$ cat src/rtl/mem_arbiter_if.sv
//------------------------------------------------------------------------------
// Module      : mem_arbiter_if
// Description : Bundle of the requester-side handshake and the RAM control
//               bus served by mem_arbiter.
//               Requester side : req, req_we, req_addr, req_wdata (to arbiter)
//                                gnt, rvalid, rdata           (from arbiter)
//               RAM side       : mem_ce, mem_we, mem_addr, mem_wdata (to RAM)
//                                mem_rdata                    (from RAM)
//               modport slave  : arbiter view
//               modport master : client/RAM view (the environment)
// Revision    : 1.0 - initial release
//------------------------------------------------------------------------------
`default_nettype none

interface mem_arbiter_if #(
    parameter int NUM_REQ = 4,
    parameter int ADDR_W  = 8,
    parameter int DATA_W  = 8
);
    logic [NUM_REQ-1:0]        req;
    logic [NUM_REQ-1:0]        req_we;
    logic [NUM_REQ*ADDR_W-1:0] req_addr;
    logic [NUM_REQ*DATA_W-1:0] req_wdata;
    logic [NUM_REQ-1:0]        gnt;
    logic [NUM_REQ-1:0]        rvalid;
    logic [DATA_W-1:0]         rdata;
    logic                      mem_ce;
    logic                      mem_we;
    logic [ADDR_W-1:0]         mem_addr;
    logic [DATA_W-1:0]         mem_wdata;
    logic [DATA_W-1:0]         mem_rdata;

    modport slave (
        input  req, req_we, req_addr, req_wdata, mem_rdata,
        output gnt, rvalid, rdata, mem_ce, mem_we, mem_addr, mem_wdata
    );

    modport master (
        output req, req_we, req_addr, req_wdata, mem_rdata,
        input  gnt, rvalid, rdata, mem_ce, mem_we, mem_addr, mem_wdata
    );
endinterface

`default_nettype wire

$ cat src/rtl/mem_arbiter.sv
//------------------------------------------------------------------------------
// Module      : mem_arbiter
// Description : Round-robin arbiter sharing one single-port synchronous RAM
//               among NUM_REQ requesters, one access every two cycles.
// Ports       : clk_i  - system clock, rising edge
//               rst_ni - asynchronous reset, active low
//               bus    - mem_arbiter_if.slave (requester handshake + RAM pins)
// Revision    : 1.0 - initial release
//------------------------------------------------------------------------------
`default_nettype none

module mem_arbiter #(
    parameter int NUM_REQ = 4,
    parameter int ADDR_W  = 8,
    parameter int DATA_W  = 8
) (
    input  wire logic      clk_i,
    input  wire logic      rst_ni,
    mem_arbiter_if.slave   bus
);
    localparam int PTR_W = $clog2(NUM_REQ);

    typedef enum logic [0:0] {
        IDLE  = 1'b0,
        ISSUE = 1'b1
    } state_t;

    state_t              state_q, state_d;
    logic [PTR_W-1:0]    ptr_q, ptr_d;
    logic [NUM_REQ-1:0]  gnt_q, gnt_d;
    logic [NUM_REQ-1:0]  rvalid_q, rvalid_d;
    logic                ce_q, ce_d;
    logic                we_q, we_d;
    logic [ADDR_W-1:0]   addr_q, addr_d;
    logic [DATA_W-1:0]   wdata_q, wdata_d;

    logic                win_found;
    logic [PTR_W-1:0]    win_idx;

    // Rotating priority search starting at ptr_q; wraps modulo NUM_REQ so
    // non-power-of-two requester counts are handled.
    always_comb begin
        int idx;
        win_found = 1'b0;
        win_idx   = '0;
        idx       = 0;
        for (int k = 0; k < NUM_REQ; k++) begin
            idx = int'(ptr_q) + k;
            if (idx >= NUM_REQ) begin
                idx = idx - NUM_REQ;
            end
            if (!win_found && bus.req[idx]) begin
                win_found = 1'b1;
                win_idx   = idx[PTR_W-1:0];
            end
        end
    end

    always_comb begin
        state_d  = state_q;
        ptr_d    = ptr_q;
        gnt_d    = '0;
        rvalid_d = '0;
        ce_d     = 1'b0;
        we_d     = 1'b0;
        addr_d   = addr_q;
        wdata_d  = wdata_q;
        unique case (state_q)
            IDLE: begin
                if (win_found) begin
                    ce_d    = 1'b1;
                    we_d    = bus.req_we[win_idx];
                    addr_d  = bus.req_addr[win_idx*ADDR_W +: ADDR_W];
                    wdata_d = bus.req_wdata[win_idx*DATA_W +: DATA_W];
                    gnt_d   = NUM_REQ'(1) << win_idx;
                    ptr_d   = (win_idx == PTR_W'(NUM_REQ - 1)) ? '0 : win_idx + 1'b1;
                    state_d = ISSUE;
                end
            end
            ISSUE: begin
                // The granted requester is still encoded in gnt_q, so the
                // read-valid pulse is simply the grant delayed one cycle.
                rvalid_d = we_q ? '0 : gnt_q;
                state_d  = IDLE;
            end
            default: state_d = IDLE;
        endcase
    end

    always_ff @(posedge clk_i or negedge rst_ni) begin
        if (!rst_ni) begin
            state_q  <= IDLE;
            ptr_q    <= '0;
            gnt_q    <= '0;
            rvalid_q <= '0;
            ce_q     <= 1'b0;
            we_q     <= 1'b0;
            addr_q   <= '0;
            wdata_q  <= '0;
        end else begin
            state_q  <= state_d;
            ptr_q    <= ptr_d;
            gnt_q    <= gnt_d;
            rvalid_q <= rvalid_d;
            ce_q     <= ce_d;
            we_q     <= we_d;
            addr_q   <= addr_d;
            wdata_q  <= wdata_d;
        end
    end

    assign bus.gnt       = gnt_q;
    assign bus.rvalid    = rvalid_q;
    assign bus.rdata     = bus.mem_rdata;
    assign bus.mem_ce    = ce_q;
    assign bus.mem_we    = we_q;
    assign bus.mem_addr  = addr_q;
    assign bus.mem_wdata = wdata_q;

endmodule

`default_nettype wire

$ cat src/flat_wrapper.sv
// flat-port wrapper written by rule: the top's interface ports become plain ports
module mem_arbiter_flat 
#(
    parameter int NUM_REQ = 4,
    parameter int ADDR_W  = 8,
    parameter int DATA_W  = 8
)
  (clk_i, rst_ni, bus_req, bus_req_we, bus_req_addr, bus_req_wdata, bus_mem_rdata, bus_gnt, bus_rvalid, bus_rdata, bus_mem_ce, bus_mem_we, bus_mem_addr, bus_mem_wdata);
  mem_arbiter_if #(.NUM_REQ(NUM_REQ), .ADDR_W(ADDR_W), .DATA_W(DATA_W)) bus_i ();
  input  wire logic clk_i;
  input  wire logic rst_ni;
  input wire logic [$bits(bus_i.req)-1:0] bus_req;
  input wire logic [$bits(bus_i.req_we)-1:0] bus_req_we;
  input wire logic [$bits(bus_i.req_addr)-1:0] bus_req_addr;
  input wire logic [$bits(bus_i.req_wdata)-1:0] bus_req_wdata;
  input wire logic [$bits(bus_i.mem_rdata)-1:0] bus_mem_rdata;
  output wire logic [$bits(bus_i.gnt)-1:0] bus_gnt;
  output wire logic [$bits(bus_i.rvalid)-1:0] bus_rvalid;
  output wire logic [$bits(bus_i.rdata)-1:0] bus_rdata;
  output wire logic [$bits(bus_i.mem_ce)-1:0] bus_mem_ce;
  output wire logic [$bits(bus_i.mem_we)-1:0] bus_mem_we;
  output wire logic [$bits(bus_i.mem_addr)-1:0] bus_mem_addr;
  output wire logic [$bits(bus_i.mem_wdata)-1:0] bus_mem_wdata;
  assign bus_i.req = bus_req;
  assign bus_i.req_we = bus_req_we;
  assign bus_i.req_addr = bus_req_addr;
  assign bus_i.req_wdata = bus_req_wdata;
  assign bus_i.mem_rdata = bus_mem_rdata;
  assign bus_gnt = bus_i.gnt;
  assign bus_rvalid = bus_i.rvalid;
  assign bus_rdata = bus_i.rdata;
  assign bus_mem_ce = bus_i.mem_ce;
  assign bus_mem_we = bus_i.mem_we;
  assign bus_mem_addr = bus_i.mem_addr;
  assign bus_mem_wdata = bus_i.mem_wdata;
  mem_arbiter #(.NUM_REQ(NUM_REQ), .ADDR_W(ADDR_W), .DATA_W(DATA_W)) u_core (.clk_i(clk_i), .rst_ni(rst_ni), .bus(bus_i));
endmodule
$ cat config.mk
export PLATFORM = sky130hd
export DESIGN_NAME = mem_arbiter_flat
export DESIGN_NICKNAME = d
export VERILOG_FILES = /design/src/rtl/mem_arbiter_if.sv /design/src/rtl/mem_arbiter.sv /design/src/flat_wrapper.sv
export SDC_FILE = /design/constraint.sdc
export NUM_CORES = 1
export LEC_CHECK = 0
export BUFFER_PORTS_ARGS = -buffer_cell sky130_fd_sc_hd__buf_2
export CAP_MARGIN = 5
export CORE_MARGIN = 3
export CORE_UTILIZATION = 46
export DETAILED_ROUTE_END_ITERATION = 16
export GPL_TIMING_DRIVEN = 0
export PLACE_DENSITY = 0.94
export SYNTH_ARGS = -nofsm -noshare
export SYNTH_HDL_FRONTEND = slang
export SYNTH_SLANG_ARGS = --single-unit
$ cat constraint.sdc
create_clock -name clk_i -period 2.7 [get_ports clk_i]
set_input_delay 0.405 -clock clk_i [delete_from_list [all_inputs] [get_ports clk_i]]
set_output_delay 0.405 -clock clk_i [all_outputs]
set_load 0.05 [all_outputs]
Word-level counts from Yosys, hierarchy flattened
Cells that the tools add are included.

Flip-flop bits (word level): 29. Output and inout port bits: 34. Logic and storage cells: 73.

Add/subtract/negate cells: 8. $lt $le $gt $ge: 9. Equal/unequal tests: 1. Shifts and indexed selects: 3. Mux-type cells: 36. Bitwise gates (word level): 1. Reductions and logical operators: 7.

Operators by type and width (number): less-than comparator 32 x 4 -> 1 bit, second input constant (4); 2-to-1 mux 32 bit (4); greater-or-equal comparator 32 x 4 -> 1 bit, second input constant (3); subtractor 32 x 4 -> 32 bit, second input constant (3); variable part select 32 x 6 -> 8 bit (2); 2-to-1 mux 1 bit (17); 2-to-1 mux 4 bit (4); binary-select mux 1 bit (select 2 bit) (5); 2-to-1 mux 2 bit (5); adder 2 x 2 -> 3 bit, second input constant (2); << shifter 1 x 2 -> 4 bit, first input constant (1); subtractor 2 x 3 -> 4 bit, second input constant (1); adder 2 x 1 -> 3 bit, second input constant (1); greater-or-equal comparator 2 x 3 -> 1 bit, second input constant (1); logical AND 1 bit (3); logical NOT 1 bit (3); less-than comparator 2 x 3 -> 1 bit, second input constant (1); adder 2 x 1 -> 2 bit, second input constant (1); == test 2 bit, second input constant (1); one-hot mux 1 bit (2 select lines) (1); AND reduction 2 bit (1); NOT 1 bit (1).

Depth between registers and ports, before layout
Gate-level depths: netlist of the first run.

Depth in word-level cells: 19. Gate-level depth with buffers: 8. Mapped depth without buffers: 6.

Worst setup path before layout of the first run
Ideal clock, no wire load.

Path kind: register -> register. From: register, netlist name u_core.bus.mem_ce. To: register u_core.addr_q[0] (netlist: u_core.bus.mem_addr[0]). Setup time: 0.132 ns. Data arrival time: 1.560 ns. Required time: 2.568 ns. Setup slack: 1.007 ns. Cell stages (with the launch flop): 6. Buffers on the path: 1. Clock period less this slack: 1.693 ns. Path through: dfrtp_1 > nor2_1 > o21ai_1 > buf_6 > a221oi_1 > a211oi_1.

RTL lines: to (signal assigned) (line mem_arbiter.sv:107) `addr_q <= addr_d;`; to (decl) (line mem_arbiter.sv:34) `logic [ADDR_W-1:0] addr_q, addr_d;`.

Final worst setup path of the first run
From: register u_core.ptr_q[1]. To: register u_core.addr_q[0] (netlist: u_core.bus.mem_addr[0]).

Longest elaborated chain between the ends: 16. Elaborated cells between the ends (all ways): 43. Those cells by class: add/sub: 7; order compare: 4; shift: 1; mux: 24; reduce/logical: 7.

Ends and longest elaborated chain: from (decl) (line mem_arbiter.sv:29) `logic [PTR_W-1:0] ptr_q, ptr_d;`; from (signal assigned) (line mem_arbiter.sv:102) `ptr_q <= ptr_d;`; branches (longest 16 deep; another with subtractor 32 x 4 -> 32 bit).

Parallel ways; which one is timed is not known. The select of a mux whose other input is x is not followed. A chain may end at the register's enable or synchronous reset.

==> results.yml, run 1 <==
grt:
  use_met2_pct: 39.6
  grt_util_met1_pct: 25.6
  grt_pass1_vias: 1728
  grt_pass1_wl_mm: 7.56
  grt_max_degree: 29
  overflow: 0
  grtUsageTotal_pct: 21.8
  met3_usage_pct: 3.28
  busiest_layer: "met2"
  antenna_found_initial: 0
route:
  drtIter0Drc: 95
  wl_mm: 4.80
  drc_errors: 0
  wire_per_inst_um: 14.6
  vias_per_cell: 5.28
  drt_first_pass_iters: 4
  vias: 1736
  antenna_left: 0
floorplanning:
  start_util_pct: 50.5
  die_h_um: 68.2
  core_area_um2: 3520
  die_area_um2: 4640
  rows: 21
  io_pins: 116
  die_x_um: 68.2
clock_network:
  htree_levels: 1
  cts_buffers: 3
  clkSinkCount: 28
  cts_hold_buf: 0
  cts.clk_slew.worst_paths_ps: 100
  post-cts-setup-buffer-count: 0
  worstSkewPairLatency_ps: 280
  clockBufferDepth: 2
  cts-resized-gates: 0
  cts_tree: "built"
  cts_root_buf: "clkbuf_8"
logic_synthesis:
  synth_cell_type_count: 33
  synth.net_count: 258
  synthAdderAreaFrac_pct: 2.82
  synthSimpleGateAreaFrac_pct: 18.0
  synth_xor_area_share_pct: 0
  syn_area_per_cell_um2: 10.3
  synth_edf_count: 0
  async_flop_share_pct: 100
  synth.mux.area_fraction_pct: 9.65
  yosysSeqAreaShare_pct: 39.4
  synth_compound_area_share_pct: 18.4
  yosysWarnings: 0
  synth_top_family_by_area: "compound AO/OA/AOI/OAI gates"
  synth_ff_type: "dfrtp_1"
  synth_cells: 172
  syn_area_um2: 1780
  synth_seq_cells: 28
timing:
  hold_slack_ps: 123
  max_freq_mhz: 507
  finalSetupViolations: 0
  worst_clock_skew_ps: 1.96
  relSlewSlack_pct: 57.6
  min_period_ps: 1970
  finalMaxSlewViolations: 0
  tightest_slew_ps: 631
  rsz0062_at_grt: "no"
  fin_tns_setup_ps: 0
  hold_viol: 0
  timing.final.crit_share_pct: 73.1
power:
  p_leak_nw: 1.26
  powerDensity_nw_per_um2: 1040
  fin_total_pwr_mw: 2.53
  vdd_drop_max_mv: 0.475
finish:
  nNetsFinal: 370
  utilization_pct: 69.3
  fillers: 301
  syn_to_final_growth_pct: 37.4
  multiInputGateArea_um2: 868
  regArea_um2: 701
  diodes: 0
  fin_cells: 329
  drive_above_1_share_pct: 50.9
outcome:
  outcome: "finished, final reports clean"
placement:
  gp_congestion: 0.757
  port_buffers: 107
  dp_cells: 325
  dp_hpwl_mm: 3.82
setup_path:
  cp-end-kind: "flop"
  rrSetupSlack_ps: 730
  worstPathArrival_ps: 2130
  worstReg2RegStart: "u_core.ptr_q[1]"
  crit_required_ps: 2860
  cp_max_fo: 10
  reg2reg_depth: 6
  path_class: "flop to flop"
  r2r_end: "u_core.bus.mem_addr[0]"
  startpoint_type: "flop"
job:
  cap_violations: 0
worst_hold_path:
  hold_path.class: "primary input to asynchronous set/reset pin"
## report_power, final
group	internal [mW]	leakage (nW)	total (mW)	switching, mW
Combinational	0.488	0.891	1.53	1.04
Clock	0.199	0.0357	0.336	0.138
Sequential	0.581	0.335	0.666	0.0845
Total	1.27	1.26	2.53	1.26
## cell usage in the layout (no fill, tap or decap), types with 2 or more instances in the layout
cell / synthesis / layout
clkbuf_8: 3 / 6
and2_1: 16 / 16
nor2b_1: 2 / 2
dfrtp_1: 28 / 28
buf_4: 8 / 8
inv_1: 3 / 3
mux2i_1: 16 / 16
buf_6: 2 / 2
a211oi_1: 16 / 16
nand2_1: 7 / 7
buf_2: 1 / 108
a221oi_1: 16 / 16
nor2_1: 19 / 19
nand2b_1: 2 / 2
and2_2: 9 / 9
ha_1: 4 / 4
a21oi_1: 2 / 2
clkbuf_1: 2 / 2
buf_12: 2 / 2
## metrics by stage
step / cell area [um^2] / setup WS [ps]
floorplan: 1780 / 1010
global placement: 2370 / 607
detailed placement: 2370 / 549
CTS: 2440 / 726
global route: 2440 / 558
finish: 2440 / 727
## critical path: stages (launching register included)
cell and delay [ps]:
dfrtp_1 420, nand2_1 100, a221oi_1 380, o21ai_1 320, buf_6 250, a221oi_1 290, a211oi_1 90
## state kept, by name, indices dropped and copies added (netlist names)
signal	count
u_core.bus.mem_we	1
u_core.bus.mem_addr	8
u_core.bus.mem_ce	1
u_core.bus.rvalid	4
u_core.bus.mem_wdata	8
u_core.bus.gnt	4
u_core.ptr_q	2
## logic make-up after synthesis
kind of cell | after synthesis
flops | 28
buf+inv | 24
mux | 17
fa+ha+maj | 4
simple gates | 59
compound gates | 40
## worst max-delay path by stage
| stage | depth (start not counted) | slack [ps] | start | endpoint |
|---|---|---|---|---|
| after global routing | 6 | 560 | u_core.ptr_q[1] | u_core.bus.mem_addr[7] |
| final | 6 | 730 | u_core.ptr_q[1] | u_core.bus.mem_addr[0] |
| after global placement | 7 | 610 | bus_req[2] | u_core.bus.mem_addr[7] |
| after floorplan | 5 | 1010 | u_core.bus.mem_ce | u_core.bus.mem_addr[0] |
| after CTS | 6 | 730 | u_core.ptr_q[1] | u_core.bus.mem_addr[0] |
| after detailed placement | 7 | 550 | bus_req[2] | u_core.bus.mem_addr[0] |
## layer usage
metal  wire, um  part of all wire, %
met1       1820                   38
met2       2510                   52
met3        407                  8.5
met4         67                  1.4
met5          0                    0
## synthesized netlist by cell type (2+ instances only)
library cell,number,area [um^2]
clkbuf_1,2,7.51
buf_12,2,40.0
ha_1,4,50.1
a211oi_1,16,120
nor2b_1,2,12.5
inv_1,3,11.3
a21oi_1,2,10.0
and2_1,16,100
mux2i_1,16,160
buf_4,8,60.1
nor2_1,19,71.3
buf_6,2,22.5
a221oi_1,16,140
nand2_1,7,26.3
dfrtp_1,28,701
nand2b_1,2,12.5
clkbuf_8,3,41.3
and2_2,9,67.6
## cell type report
| class | instances | area share, % |
|---|---|---|
| buffer | 19 | 7.43 |
| timing repair buffer | 107 | 21.9 |
| inverter | 5 | 1.08 |
| sequential | 28 | 28.7 |
| clock buffer | 3 | 1.69 |
| clock inverter | 1 | 1.23 |
| multi-input combinational | 120 | 35.6 |
| tap | 46 | 2.36 |
Note: power is estimated with default switching activity, not from simulation.
==> inputs of run 2 (changes only) <==
--- a/config.mk
+++ b/config.mk
@@ -5,13 +5,14 @@
 export SDC_FILE = /design/constraint.sdc
 export NUM_CORES = 1
 export LEC_CHECK = 0
+export ABC_AREA = 1
 export BUFFER_PORTS_ARGS = -buffer_cell sky130_fd_sc_hd__buf_2
 export CAP_MARGIN = 5
 export CORE_MARGIN = 3
-export CORE_UTILIZATION = 46
+export CORE_UTILIZATION = 42
 export DETAILED_ROUTE_END_ITERATION = 16
 export GPL_TIMING_DRIVEN = 0
-export PLACE_DENSITY = 0.94
+export PLACE_DENSITY = 0.85
 export SYNTH_ARGS = -nofsm -noshare
 export SYNTH_HDL_FRONTEND = slang
 export SYNTH_SLANG_ARGS = --single-unit
==> constraint.sdc (replaced) <==
create_clock -name clk_i -period 1.68 [get_ports clk_i]
set_input_delay 0.252 -clock clk_i [delete_from_list [all_inputs] [get_ports clk_i]]
set_output_delay 0.252 -clock clk_i [all_outputs]
set_load 0.05 [all_outputs]
==> results.yml, run 2 <==
floorplanning:
  die_h_um: 80.8
  start_util_pct: 44.5
  rows: 26
  die_area_um2: 6520
  die_x_um: 80.8
  core_area_um2: 5270
  io_pins: 116
finish:
  fillers: 446
  syn_to_final_growth_pct: 51.9
  fin_cells: 588
  diodes: 0
  nNetsFinal: 605
  drive_above_1_share_pct: 43.4
  multiInputGateArea_um2: 1360
  final_area_um2: 3560
  final_cell_mix: "115 x nand2_1, 115 x buf_2, 79 x inv_1, 32 x nand4_1, 28 x buf_4"
  regArea_um2: 702
clock_network:
  cts_tree: "built"
  htree_levels: 1
  worstSkewPairLatency_ps: 280
  cts_root_buf: "clkbuf_8"
  cts.clk_slew.worst_paths_ps: 100
  clockBufferDepth: 2
  cts_buffers: 3
  clkSinkCount: 28
setup_path:
  crit_chain: "buf_6, inv_8, nand2_4, nand2_4, nor2_1, nor2_4, nand3_4, nand3_4, buf_4, inv_4, ha_4, nand2_1, o21ai_1"
  cp_slowest_cell: "dfrtp_1"
  cp-end-kind: "flop"
  rrSetupSlack_ps: -340
  worstPathArrival_ps: 2190
  startpoint_type: "flop"
  r2r_end: "u_core.ptr_q[1]"
  critPathTopFamily: "simple AND/OR/NAND/NOR gates"
  cp_max_fo: 7
  worst_path_largest_cell_delay_ps: 380
  worstReg2RegStart: "u_core.ptr_q[0]"
  reg2reg_depth: 13
  crit_required_ps: 1860
  path_buf_inv: 4
  path_class: "flop to flop"
logic_synthesis:
  synth_edf_count: 0
  synth_most_common_cell: "nand2_1"
  yosysWarnings: 0
  syn_area_um2: 2350
  syn_area_per_cell_um2: 6.14
  yosysSeqAreaShare_pct: 29.9
  synth_seq_cells: 28
  synthTopCellsByArea: "dfrtp_1 30%, nand2_1 22%, inv_1 13%"
  yosys.area.top_type: "dfrtp_1"
  async_flop_share_pct: 100
  synth_cell_type_count: 24
  synth.net_count: 468
  synth_ff_type: "dfrtp_1"
  synth_top_area_share_pct: 29.9
  synth_common_cells: "138 x nand2_1, 84 x inv_1, 40 x nand3_1, 32 x nand4_1, 28 x dfrtp_1"
  synth_cells: 382
outcome:
  violations: "setup timing"
  outcome: "finished, violations left"
worst_hold_path:
  hold_path_depth: 5
  hold_path.class: "primary input to flop"
  whs_endpoint: "u_core.bus.mem_we"
  min_from: "bus_req_we[1]"
route:
  vias_per_cell: 5.00
  antenna_left: 0
  wl_mm: 8.01
  drt_first_pass_iters: 5
  drc_errors: 0
  wire_per_inst_um: 13.6
  drtIter0Drc: 201
  vias: 2938
timing:
  finalSetupViolations: 24
  worst_clock_skew_ps: 8.86
  timing.final.crit_share_pct: 120
  hold_viol: 0
  fin_ws_ps: -338
  hold_slack_ps: 336
  finalMaxSlewViolations: 0
  relSlewSlack_pct: 60.9
  tightest_slew_ps: 586
  min_period_ps: 2020
  max_freq_mhz: 495
  rsz0062_at_grt: "yes"
placement:
  dp_cells: 559
  port_buffers: 107
  dp_hpwl_mm: 5.27
  gp_congestion: 0.903
  dpl-instance-area_um2: 3010
grt:
  grt_max_degree: 29
  grtUsageTotal_pct: 22.5
  overflow: 0
  grt_pass1_vias: 2663
  antenna_found_initial: 0
  grt_pass1_wl_mm: 11.7
job:
  cap_violations: 0
[run 2: cell count changes after synthesis, sizes merged, moves of 5 or more]
cell / change
a211oi: -17
a221oi: -17
and2: -25
buf: +13
clkbuf: -5
inv: +84
mux2i: -16
nand2: +134
nand3: +44
nand4: +32
nor2: -9
[run 2: worst max path at each step]
stage | endpoint | cells past startpoint | start | slack, ps
floorplan | u_core.ptr_q[1] | 15 | u_core.ptr_q[0] | -100
global placement | u_core.ptr_q[1] | 12 | u_core.ptr_q[0] | -310
detailed placement | u_core.ptr_q[1] | 12 | u_core.ptr_q[0] | -370
CTS | u_core.bus.mem_addr[0] | 14 | u_core.ptr_q[0] | -240
global route | u_core.ptr_q[1] | 13 | u_core.ptr_q[0] | -440
finish | u_core.ptr_q[1] | 13 | u_core.ptr_q[0] | -340
[run 2: what timing repair did]
action | CTS | global route
buffers inserted | 9 | 9
gates cloned | 4 | 2
setup endpoints to repair | 24 | 24
hold buffers | 1 | 0
endpoints found under the hold margin | 28 | 0
pin swaps | 7 | 10
resized for setup | 26 | 48
[run 2: tightest hold or removal path, delay by kind of cell]
family                 cells  cell delay, ps
AOI/OAI and AO/OA          1              70
and+or+nand+nor            2             110
buffers and inverters      2             150
[run 2: cells by family after synthesis]
kind of cell / Yosys count / synth area share [%]
AO/OA/AOI/OAI: 4 / 0.852
adder cells (fa/ha/maj): 4 / 2.13
buffers and inverters: 117 / 22.7
flip-flops: 28 / 29.9
AND/OR/NAND/NOR: 229 / 44.5
[run 2: layout make-up]
type                            count  share of cell area (%)
Sequential cell                    28                    19.7
Tap cell                           70                    2.46
Inverter                           90                    9.97
Buffer                             27                    6.07
Timing Repair Buffer              131                    21.9
Multi-Input combinational cell    237                    38.2
Timing Repair inverter              1                   0.176
Clock buffer                        4                    1.54
[run 2: routing by layer]
layer | track usage, % | routed length, um
met1 | 28.8 | 3220
met2 | 39.2 | 3990
met3 | 2.22 | 613
met4 | 8.28 | 187
met5 | 0 | 0
[run 2: stage by stage]
step	setup WS [ps]	utilization, %	setup TNS (ps)
final	-338	67.6	-6630
after global routing	-444	67.6	-8800
after CTS	-240	62.8	-4520
after detailed placement	-367	57.1	-6920
after global placement	-309	57.1	-5720
after floorplan	-101	-	-478
Power of run 2 is left out: the tool's default activity adds up to more than one toggle a clock period on the data nets, which glitch-free logic cannot reach.
==> inputs of run 3 (changes only) <==
--- a/config.mk
+++ b/config.mk
@@ -5,14 +5,15 @@
 export SDC_FILE = /design/constraint.sdc
 export NUM_CORES = 1
 export LEC_CHECK = 0
-export ABC_AREA = 1
 export BUFFER_PORTS_ARGS = -buffer_cell sky130_fd_sc_hd__buf_2
 export CAP_MARGIN = 5
+export CORE_ASPECT_RATIO = 0.75
 export CORE_MARGIN = 3
-export CORE_UTILIZATION = 42
+export CORE_UTILIZATION = 38
+export CTS_BUF_LIST = sky130_fd_sc_hd__clkbuf_8 sky130_fd_sc_hd__clkbuf_16
 export DETAILED_ROUTE_END_ITERATION = 16
 export GPL_TIMING_DRIVEN = 0
-export PLACE_DENSITY = 0.85
+export PLACE_DENSITY = 0.84
 export SYNTH_ARGS = -nofsm -noshare
 export SYNTH_HDL_FRONTEND = slang
 export SYNTH_SLANG_ARGS = --single-unit
==> results.yml, run 3 (synthesized netlist as in run 1, its figures left out) <==
clock_network:
  clockBufferDepth: 2
  htree_levels: 1
  cts_tree: "built"
  cts_buffers: 3
  cts_root_buf: "clkbuf_8"
  cts.clk_slew.worst_paths_ps: 90
  clkSinkCount: 28
  worstSkewPairLatency_ps: 270
finish:
  drive_above_1_share_pct: 65.6
  fin_cells: 343
  diodes: 0
  utilization_pct: 67.2
  nNetsFinal: 376
  final_common_cell: "buf_2"
  fillers: 339
  final_cell_mix: "107 x buf_2, 27 x dfrtp_1, 17 x nor2_1, 14 x and2_1, 13 x mux2i_1"
  syn_to_final_growth_pct: 61.8
grt:
  overflow: 0
  grt_max_degree: 29
  antenna_found_initial: 0
  grtUsageTotal_pct: 18.1
  grt_pass1_vias: 1704
  grt_pass1_wl_mm: 8.05
job:
  cap_violations: 0
floorplanning:
  die_h_um: 65.2
  start_util_pct: 41.5
  core_area_um2: 4280
  io_pins: 116
  die_x_um: 85.0
  die_area_um2: 5540
  rows: 20
route:
  drc_errors: 0
  wl_mm: 5.47
  vias: 1730
  antenna_left: 0
  drt_first_pass_iters: 4
  wire_per_inst_um: 16.0
  drtIter0Drc: 69
  vias_per_cell: 5.04
placement:
  pre_cts_ws_ps: -328
  dp_cells: 334
  gp_congestion: 0.756
  dp_hpwl_mm: 3.86
  port_buffers: 107
timing:
  max_freq_mhz: 553
  finalMaxSlewViolations: 0
  hold_viol: 28
  hold_slack_ps: -11.9
  min_period_ps: 1810
  fin_tns_setup_ps: -1340
  tightest_slew_ps: 617
  finalSetupViolations: 18
  worst_clock_skew_ps: 3.34
  relSlewSlack_pct: 58.9
  rsz0062_at_grt: "yes"
  fin_ws_ps: -127
  timing.final.crit_share_pct: 108
outcome:
  outcome: "finished, violations left"
  violations: "hold timing, setup timing"
power:
  powerDensity_nw_per_um2: 1610
  vdd_drop_max_mv: 0.825
  p_leak_nw: 1.37
setup_path:
  cp_max_fo: 8
  crit_required_ps: 1830
  worstPathArrival_ps: 1950
  path_buf_inv: 2
  cp_slowest_cell: "dfrtp_2"
  path_class: "flop to flop"
  critPathTopFamily: "flip-flops"
  worst_path_largest_cell_delay_ps: 450
  startpoint_type: "flop"
  crit_chain: "mux2_4, nand2_2, and3_4, clkinv_8, buf_8, a221oi_4, a211oi_2"
  cp-end-kind: "flop"
worst_hold_path:
  hold_path.class: "primary input to asynchronous set/reset pin"
[run 3: changes by cell type in the layout (fill, tap and decap cells not counted), moves of 11 or more]
cell | previous run | this run
nand2_1 | 115 | 5
nand3_2 | 11 | 0
inv_1 | 79 | 3
nand4_1 | 32 | 0
mux2i_1 | 0 | 13
buf_4 | 28 | 12
nand3_1 | 27 | 0
and2_1 | 0 | 14
nand2_2 | 18 | 2
[run 3: final timing paths]
check / endpoint / slack [ps] / depth (start not counted) / start
min reg2reg: u_core.bus.rvalid[1] / 500 / 1 / u_core.bus.gnt[1]
min: u_core.bus.rvalid[1] / -10 / 1 / rst_ni
min in group clk_i: u_core.bus.mem_we / 260 / 3 / bus_req_we[2]
max in group asynchronous: u_core.ptr_q[1] / 1250 / 1 / rst_ni
max reg2reg: u_core.bus.mem_addr[3] / -130 / 7 / u_core.ptr_q[1]
max: u_core.bus.mem_addr[3] / -130 / 7 / u_core.ptr_q[1]
[run 3: metal layers]
layer  GRT usage [%]  vias up  wire, um
li1                -      843         -
met5               0        -         0
met3            5.39        2       491
met2            30.4       82      2640
met1            24.2      803      2330
met4            1.38        0        12
[run 3: cell type report]
type	instances	area, um^2	share of cell area, %
timing repair buffer	115	648	22.5
tap	55	68.8	2.39
clock buffer	3	41.3	1.44
sequential	28	702	24.4
inverter	5	31.3	1.09
multi-input combinational	120	1200	41.8
buffer	17	183	6.35
[run 3: power by group]
| part | internal, mW | switching (mW) | leakage (nW) |
|---|---|---|---|
| clock network | 0.161 | 0.194 | 0.0216 |
| logic | 1.16 | 2.01 | 1.02 |
| registers | 0.937 | 0.157 | 0.334 |
| total | 2.26 | 2.36 | 1.37 |
[run 3: repair_timing]
item / 4_1_cts / 5_1_grt
setup buffers: 4 / 1
endpoints found under the hold margin: 0 / 0
pin swaps: 23 / 16
endpoints found under the setup margin: 19 / 22
hold buffers: 0 / 0
gates cloned: 2 / 1
gates resized for setup: 31 / 33
[run 3: per-stage QoR]
stage	instance area [um^2]	power, mW
detailed placement	2380	3.57
finish	2880	4.62
floorplan	1780	2.95
CTS	2640	4.26
global placement	2380	3.52
global route	2880	4.87
